[src/rtl/bch_codeword_serializer_if.sv]
// Stream bundle for the BCH codeword serializer: a parallel word-in handshake
// and a serial bit-out handshake with frame markers and a completed-frame count.
interface bch_codeword_serializer_if #(
    parameter int P_D_WIDTH = 21,
    parameter int P_P_WIDTH = 10
);
    logic [P_D_WIDTH-1:0] data_i;
    logic [P_P_WIDTH-1:0] ecc_i;
    logic                 in_valid;
    logic                 in_ready;
    logic                 bit_o;
    logic                 bit_valid;
    logic                 bit_ready;
    logic                 sof_o;
    logic                 eof_o;
    logic [15:0]          frame_cnt;

    modport master (
        output data_i, ecc_i, in_valid, bit_ready,
        input  in_ready, bit_o, bit_valid, sof_o, eof_o, frame_cnt
    );

    modport slave (
        input  data_i, ecc_i, in_valid, bit_ready,
        output in_ready, bit_o, bit_valid, sof_o, eof_o, frame_cnt
    );
endinterface

[src/rtl/bch_codeword_serializer.sv]
// Serializes systematic BCH codewords {data, parity} MSB first through a
// one-entry holding register and a shift register, back-to-back when possible.
module bch_codeword_serializer #(
    parameter int P_D_WIDTH = 21,
    parameter int P_P_WIDTH = 10
) (
    input  logic                            clk,
    input  logic                            rst,
    bch_codeword_serializer_if.slave        bus
);
    localparam int N  = P_D_WIDTH + P_P_WIDTH;
    localparam int CW = $clog2(N);
    localparam logic [CW-1:0] LAST = CW'(N - 1);

    typedef enum logic {ST_IDLE, ST_SEND} state_t;

    state_t          r_state;
    state_t          w_state_next;
    logic [N-1:0]    r_hold;
    logic            r_hold_full;
    logic [N-1:0]    r_shift;
    logic [CW-1:0]   r_cnt;
    logic [15:0]     r_frame_cnt;
    logic            w_in_xfer;
    logic            w_bit_xfer;
    logic            w_eof_xfer;
    logic            w_load;

    // in_ready depends only on the holding flag, never on bit_ready
    assign w_in_xfer = bus.in_valid && !r_hold_full;

    always_comb begin
        w_state_next = r_state;
        w_load       = 1'b0;
        w_bit_xfer   = 1'b0;
        w_eof_xfer   = 1'b0;
        case (r_state)
            ST_IDLE: begin
                if (r_hold_full) begin
                    w_load       = 1'b1;
                    w_state_next = ST_SEND;
                end
            end
            ST_SEND: begin
                w_bit_xfer = bus.bit_ready;
                w_eof_xfer = bus.bit_ready && (r_cnt == LAST);
                if (w_eof_xfer) begin
                    w_load       = r_hold_full;
                    w_state_next = r_hold_full ? ST_SEND : ST_IDLE;
                end
            end
            default: w_state_next = ST_IDLE;
        endcase
    end

    always_ff @(posedge clk or posedge rst) begin
        if (rst) begin
            r_state <= ST_IDLE;
        end else begin
            r_state <= w_state_next;
        end
    end

    // A new word landing on the same edge as a load wins, leaving holding full
    always_ff @(posedge clk or posedge rst) begin
        if (rst) begin
            r_hold      <= '0;
            r_hold_full <= 1'b0;
        end else begin
            if (w_load) begin
                r_hold_full <= 1'b0;
            end
            if (w_in_xfer) begin
                r_hold      <= {bus.data_i, bus.ecc_i};
                r_hold_full <= 1'b1;
            end
        end
    end

    always_ff @(posedge clk or posedge rst) begin
        if (rst) begin
            r_shift <= '0;
            r_cnt   <= '0;
        end else if (w_load) begin
            r_shift <= r_hold;
            r_cnt   <= '0;
        end else if (w_eof_xfer) begin
            r_shift <= r_shift << 1;
            r_cnt   <= '0;
        end else if (w_bit_xfer) begin
            r_shift <= r_shift << 1;
            r_cnt   <= r_cnt + CW'(1);
        end
    end

    always_ff @(posedge clk or posedge rst) begin
        if (rst) begin
            r_frame_cnt <= '0;
        end else if (w_eof_xfer) begin
            r_frame_cnt <= r_frame_cnt + 16'd1;
        end
    end

    assign bus.in_ready  = !r_hold_full;
    assign bus.bit_valid = (r_state == ST_SEND);
    assign bus.bit_o     = (r_state == ST_SEND) && r_shift[N-1];
    assign bus.sof_o     = (r_state == ST_SEND) && (r_cnt == '0);
    assign bus.eof_o     = (r_state == ST_SEND) && (r_cnt == LAST);
    assign bus.frame_cnt = r_frame_cnt;
endmodule
[src/flat_wrapper.sv]
// flat-port wrapper written by rule: the top's interface ports become plain ports
module bch_codeword_serializer_flat 
#(
    parameter int P_D_WIDTH = 21,
    parameter int P_P_WIDTH = 10
)
  (clk, rst, bus_data_i, bus_ecc_i, bus_in_valid, bus_bit_ready, bus_in_ready, bus_bit_o, bus_bit_valid, bus_sof_o, bus_eof_o, bus_frame_cnt);
  bch_codeword_serializer_if #(.P_D_WIDTH(P_D_WIDTH), .P_P_WIDTH(P_P_WIDTH)) bus_i ();
  input  logic clk;
  input  logic rst;
  input wire logic [$bits(bus_i.data_i)-1:0] bus_data_i;
  input wire logic [$bits(bus_i.ecc_i)-1:0] bus_ecc_i;
  input wire logic [$bits(bus_i.in_valid)-1:0] bus_in_valid;
  input wire logic [$bits(bus_i.bit_ready)-1:0] bus_bit_ready;
  output wire logic [$bits(bus_i.in_ready)-1:0] bus_in_ready;
  output wire logic [$bits(bus_i.bit_o)-1:0] bus_bit_o;
  output wire logic [$bits(bus_i.bit_valid)-1:0] bus_bit_valid;
  output wire logic [$bits(bus_i.sof_o)-1:0] bus_sof_o;
  output wire logic [$bits(bus_i.eof_o)-1:0] bus_eof_o;
  output wire logic [$bits(bus_i.frame_cnt)-1:0] bus_frame_cnt;
  assign bus_i.data_i = bus_data_i;
  assign bus_i.ecc_i = bus_ecc_i;
  assign bus_i.in_valid = bus_in_valid;
  assign bus_i.bit_ready = bus_bit_ready;
  assign bus_in_ready = bus_i.in_ready;
  assign bus_bit_o = bus_i.bit_o;
  assign bus_bit_valid = bus_i.bit_valid;
  assign bus_sof_o = bus_i.sof_o;
  assign bus_eof_o = bus_i.eof_o;
  assign bus_frame_cnt = bus_i.frame_cnt;
  bch_codeword_serializer #(.P_D_WIDTH(P_D_WIDTH), .P_P_WIDTH(P_P_WIDTH)) u_core (.clk(clk), .rst(rst), .bus(bus_i));
endmodule
[config.mk]
export PLATFORM = sky130hd
export DESIGN_NAME = bch_codeword_serializer_flat
export DESIGN_NICKNAME = d
export VERILOG_FILES = /design/src/rtl/bch_codeword_serializer_if.sv /design/src/rtl/bch_codeword_serializer.sv /design/src/flat_wrapper.sv
export SDC_FILE = /design/constraint.sdc
export NUM_CORES = 1
export LEC_CHECK = 0
export BUFFER_PORTS_ARGS = -buffer_cell sky130_fd_sc_hd__buf_2
export CAP_MARGIN = 20
export CORE_UTILIZATION = 55
export DETAILED_ROUTE_END_ITERATION = 8
export GPL_TIMING_DRIVEN = 0
export PLACE_DENSITY = 0.77
export SETUP_SLACK_MARGIN = 0.4
export SKIP_CTS_REPAIR_TIMING = 1
export SYNTH_ARGS = -nofsm -noshare
export SYNTH_HDL_FRONTEND = slang
export SYNTH_SLANG_ARGS = --single-unit
export TNS_END_PERCENT = 5
[constraint.sdc]
create_clock -name clk -period 3.9 [get_ports clk]
set_clock_uncertainty 0.2 [all_clocks]
set_input_delay 0.195 -clock clk [delete_from_list [all_inputs] [get_ports clk]]
set_output_delay 0.195 -clock clk [all_outputs]
set_load 0.02 [all_outputs]
Word level (Yosys, flattened, before mapping):

Cells that the tools add are included.

* $add $sub $neg: 2
* eq/ne operators: 1
* bitwise gates (word level): 1
* reduce and logical (&&, ||, !) cells: 9
* mux-type cells: 15

Operators by type and width (number)
* 31-bit two-way mux: 3
* 16-bit by 1-bit adder with 16-bit output, second input constant: 1
* 5-bit two-way mux: 3
* 1-bit two-way mux: 7
* 5-bit by 1-bit adder with 5-bit output, second input constant: 1
* 5-bit == test, second input constant: 1
* 1-bit logical AND: 5
* 5-bit logical NOT: 1
* 1-bit one-hot mux with 2 select lines: 2
* 3-bit nonzero test: 1
* 2-bit nonzero test: 1
* 1-bit logical NOT: 1
* 1-bit NOT: 1

* output and inout port bits: 21
* word-level logic and storage cells: 34
* bits of input ports: 35
* register bits: 85

Depth between registers and ports, before layout:

* depth in word-level cells: 6
* mapped depth: 7
* mapped depth without buffers: 6

Worst setup path after synthesis:

OpenSTA, ideal clock, no wires.

* path type: register to output
* start: reg u_core.r_state, in the netlist u_core.bus.bit_valid
* end: out bus_sof_o
* stages on the path, launching flop included: 5
* setup slack: 1.920 ns
* arrival: 1.585 ns
* required time: 3.505 ns
* buffers on the path: 2
* path through: dfrtp_1 -> buf_2 -> clkbuf_1 -> nand2_1 -> nor4_1

* word-level cells in the longest chain between the ends: 1

RTL lines
* start: declaration: line bch_codeword_serializer.sv:17 `state_t r_state;`
* start signal: assignment: line bch_codeword_serializer.sv:60 `r_state <= w_state_next;`
* 1-bit logical AND: line bch_codeword_serializer.sv:107 `assign bus.sof_o = (r_state == ST_SEND) && (r_cnt == '0);`
* end: declaration: line flat_wrapper.sv:18 `output wire logic [$bits(bus_i.sof_o)-1:0] bus_sof_o;`

Every way passes these cells.

Worst setup path after layout:

* start: reg u_core.r_cnt[0]
* end: reg u_core.r_shift[1]

* word-level cells in the longest chain between the ends: 5
* elaborated cells on any way between the ends: 8
* those cells by class: eq/ne (1); mux (5); reduce/logical (2)

RTL lines
* start: declaration: line bch_codeword_serializer.sv:22 `logic [CW-1:0] r_cnt;`
* start signal: assignment: line bch_codeword_serializer.sv:92 `r_cnt <= r_cnt + CW'(1);`
* 5-bit == test (*): line bch_codeword_serializer.sv:46 `w_eof_xfer = bus.bit_ready && (r_cnt == LAST);`
* 1-bit logical AND (*): line bch_codeword_serializer.sv:46
* 1-bit two-way mux (on tied branches): line bch_codeword_serializer.sv:47, bch_codeword_serializer.sv:37
* 1-bit one-hot mux with 2 select lines or 31-bit two-way mux (tied branches): line bch_codeword_serializer.sv:37, bch_codeword_serializer.sv:87
* 3-bit nonzero test (no line) or 31-bit two-way mux (tied branches)
* end signal: assignment: line bch_codeword_serializer.sv:85 `r_shift <= r_hold;`
* end signal: assignment: line bch_codeword_serializer.sv:88 `r_shift <= r_shift << 1;`
* end signal: assignment: line bch_codeword_serializer.sv:91 `r_shift <= r_shift << 1;`
* end: declaration: line bch_codeword_serializer.sv:21 `logic [N-1:0] r_shift;`

Every way passes the cells marked *; elsewhere a longest branch is shown, timed or not.
A chain may end at the register's enable or synchronous reset.

==> summary.md <==
| Metric | Value |
|---|---|
| GRT overflow | `0` |
| Synth unique cells | `35` |
| EDFF count, synth | `0` |
| Simple-gate share of the synthesized area | `between 10% and 20%` |
| Initial Util | `57.65%` |
| RSZ-0062 raised after global routing | `false` |
| Hold Path Depth | `3` |
| Critical Path End Type | `register` |
| Critical path class | `reg -> reg` |
| Sink Count | `85` |
| Post-Layout Cell Count | `between 400 and 500` |
| Fmax | `about 0.45 GHz` |
| Syn Area/Cell | `about 12 um^2` |
| Setup TNS Final | `0 ns` |
| Row count | `29` |
| Critical path's most frequent cell | `buf_2` |
| Vias in the first global route | `between 2000 and 3000` |
| XOR/XNOR share of the synthesized area | `between 3 and 4%` |
| Largest net degree at the start of global routing | `67` |
| FF-to-FF path depth | `7` |
| Dpl hpwl | `roughly 4800 um` |
| R2r startpoint | `u_core.r_cnt[0]` |
| Final Max Tran Viols | `0` |
| Syn Nets | `about 340` |
| Arr. time, crit path | `2.30 ns` |
| Antenna violations before repair | `0` |
| Max Cap Viol | `0` |
| Top FF cell, synth | `dfrtp_1` |
| H-tree Lvls | `3` |
| Largest family of logic cells by synthesized area | `simple AND/OR/NAND/NOR gates` |
| R2R Path End | `u_core.r_shift[1]` |
| Placed insts | `about 430` |
| Failing checks | `DRC` |
| Worst Path Max Fanout | `10` |
| Max Root-Sink Buffers | `2` |
| Num CTS Buffers | `9` |
| Slowest stage delay, CP | `~0.42 ns` |
| Final min period | `~2.2 ns` |
| Routed len/inst | `between 10 and 15 um` |
| Max IR drop VDD | `between 0.2 and 0.3 mV` |
| Worst reg2reg setup slack | `1.68 ns` |
| Post-synth ARST share | `between 90% and 100%` |
| PD cells | `~530 nW/um^2` |
| Vias per inst | `5.631` |
| Drt first pass iters | `6` |
| DR iter-0 viols | `between 150 and 200` |
| Die height | `84.28 um` |
| CTS tree | `done` |
| Final number of hold-violating endpoints | `0` |
| Worst Setup SP | `u_core.r_cnt[0]` |
| Global-route wire length before repair | `between 10000 and 15000 um` |
| Hold path startpoint | `bus_bit_ready` |
| Compound-Gate Fraction of Synth Area | `11.69%` |
| Startpoint types | `register` |
| Worst path slowest cell | `dfrtp_1` |
| Post-synthesis adder-cell area fraction | `between 1 and 1.5%` |
| Synthesized cell area | `3724 um^2` |
| Slew @ Worst Pin | `0.6117 ns` |
| I/O Buffers | `55` |
| Register bit total from synthesis | `85` |
| DRT antenna net count | `0` |
| Final period utilization | `56.84%` |
| Gp weighted congestion | `around 0.80` |
| Post-synthesis cell count | `approximately 300` |
| Worst min path class | `in -> reg` |
| Clock latency on the worst-skew pair | `between 0.3 and 0.4 ns` |
| GR Util All Layers | `between 20% and 30%` |
| Final setup fails | `0` |
| Post-Route WL | `roughly 7000 um` |
| Reg clk slew, reported paths | `approximately 0.080 ns` |
| Worst Hold End | `u_core.r_hold_full` |
| Syn. warnings | `0` |
| Via count | `2686` |
| Sequence of cells on the critical path | `inv_1 > ha_1 > nand4_4 > o21ai_0 > buf_2 > buf_2 > o221a_2` |
| Ant diodes | `0` |
| Core area | `around 6500 um^2` |
| Die extent in x | `roughly 84 um` |
| Share of post-route cells with drive strength above 1 | `36.25%` |
| Status | `finished with violations` |
| Post-synthesis sequential area ratio | `57.12%` |
| Mux contribution to synthesized area | `under 10%` |
| Crit path buffers/inverters | `3` |
| Clock root buffer | `clkbuf_8` |
| Max-slew headroom | `about three fifths` |
| Critical Path RT | `~4.0 ns` |
| Drt drc | `10` |
| Nets | `approximately 440` |
| P&R area growth vs syn | `23.52%` |
| IO Count | `56` |
| Die area | `approximately 7100 um^2` |
| CP top delay family | `buffers and inverters` |
| Leakage | `0.001995 uW` |
synthesized netlist by cell type (all sizes together), types with 2 or more instances:
| master | instances | area (um^2) |
|---|---|---|
| ha | 4 | 50.05 |
| nor2b | 3 | 18.77 |
| xnor2 | 9 | 78.83 |
| nand3 | 4 | 20.02 |
| inv | 7 | 26.28 |
| nand2b | 2 | 12.51 |
| and2 | 3 | 18.77 |
| nor3 | 3 | 20.02 |
| nor4 | 2 | 12.51 |
| dfrtp | 85 | 2127 |
| a21oi | 3 | 15.01 |
| and3 | 3 | 18.77 |
| nor2 | 7 | 26.28 |
| clkbuf | 11 | 41.29 |
| o221a | 29 | 326.6 |
| buf | 10 | 50.05 |
| o21ai | 8 | 40.04 |
| a21o | 2 | 15.01 |
| xor2 | 6 | 52.55 |
| or3 | 30 | 187.7 |
| mux2 | 31 | 349.1 |
| nand3b | 3 | 22.52 |
| or2 | 2 | 12.51 |
| nand4 | 7 | 58.81 |
| nand2 | 17 | 63.81 |
registers in the layout, indices dropped and copies added, names as in the netlist:
signal	count
u_core.bus.bit_valid	1
u_core.bus.frame_cnt	16
u_core.r_cnt	5
u_core.r_hold	31
u_core.r_hold_full	1
u_core.r_shift	31
routing by layer:
metal  track usage, %  vias to the layer above  share of wire, %
met2            32.79                       70                46
li1                 -                     1292                 -
met4            8.934                        0               1.3
met3            3.736                       10               4.1
met1            29.27                     1314                49
met5                0                        -                 0
power by group:
group	leakage (uW)	switching (uW)	internal (uW)
Clock	0.0000784	289	225
Sequential	0.000975	173	1150
Combinational	0.000941	235	349
cell type report:
cell class | instances | area, um^2
flip-flops and latches | 85 | 2127
fillers | 487 | 1859
multi-input cells | 185 | 1479
repair buffers | 88 | 623.1
clock buffers | 10 | 127.6
well taps | 77 | 96.34
plain buffers | 21 | 91.34
inverters | 7 | 28.78
clock inverters | 4 | 26.28
worst min-delay path: stages:
cell and delay [ns]:
buf_2 0.12, a21boi_1 0.09, a21o_1 0.17
how the worst max path moves through the flow:
stage,slack [ns],cells after the start,to
after floorplan,1.31,1,u_core.bus.bit_valid
after global routing,1.46,7,u_core.r_shift[8]
after detailed placement,1.69,6,u_core.bus.frame_cnt[15]
final,1.68,7,u_core.r_shift[1]
after global placement,0.35,2,u_core.r_hold[24]
after CTS,1.67,7,u_core.r_shift[3]
kinds of logic (layout without fill, tap and decap cells):
family	Yosys count	count (layout)
buffers and inverters	28	130
adders and majority gates	4	4
and+or+nand+nor	88	88
muxes	31	31
xor gates and xnor gates	15	15
DFF	85	85
AOI/OAI and AO/OA	47	47
per-stage QoR:
stage	setup slack (ns)	hold WS [ns]	utilization [%]	instance area, um^2	power (uW)
floorplan	1.312	0.1118	-	3724	1734
global placement	0.3502	0.1987	63.41	4095	1857
detailed placement	1.693	-0.03321	63.87	4125	1900
CTS	1.673	-0.4167	66.25	4279	2417
global route	1.460	0.06684	71.21	4599	2563
finish	1.683	0.07171	71.21	4599	2417
placed cells by master (no fill, tap or decap), types with 2 or more instances in the layout:
cell	n
dfrtp_1	85
buf_2	65
dlygate4sd3_1	32
mux2_2	31
or3_1	30
o221a_2	29
nand2_1	17
clkbuf_1	12
xnor2_1	9
clkbuf_8	9
o21ai_0	8
nor2_1	7
inv_1	6
nand4_1	6
xor2_1	6
nand3_1	4
ha_1	4
and3_1	3
a21oi_1	3
nor2b_1	3
nand3b_1	3
nand2b_1	2
and2_1	2
nor4_1	2
or2_2	2
a21o_1	2
nor3_1	2
clkinv_2	2
(Power assumes the default switching activity.)
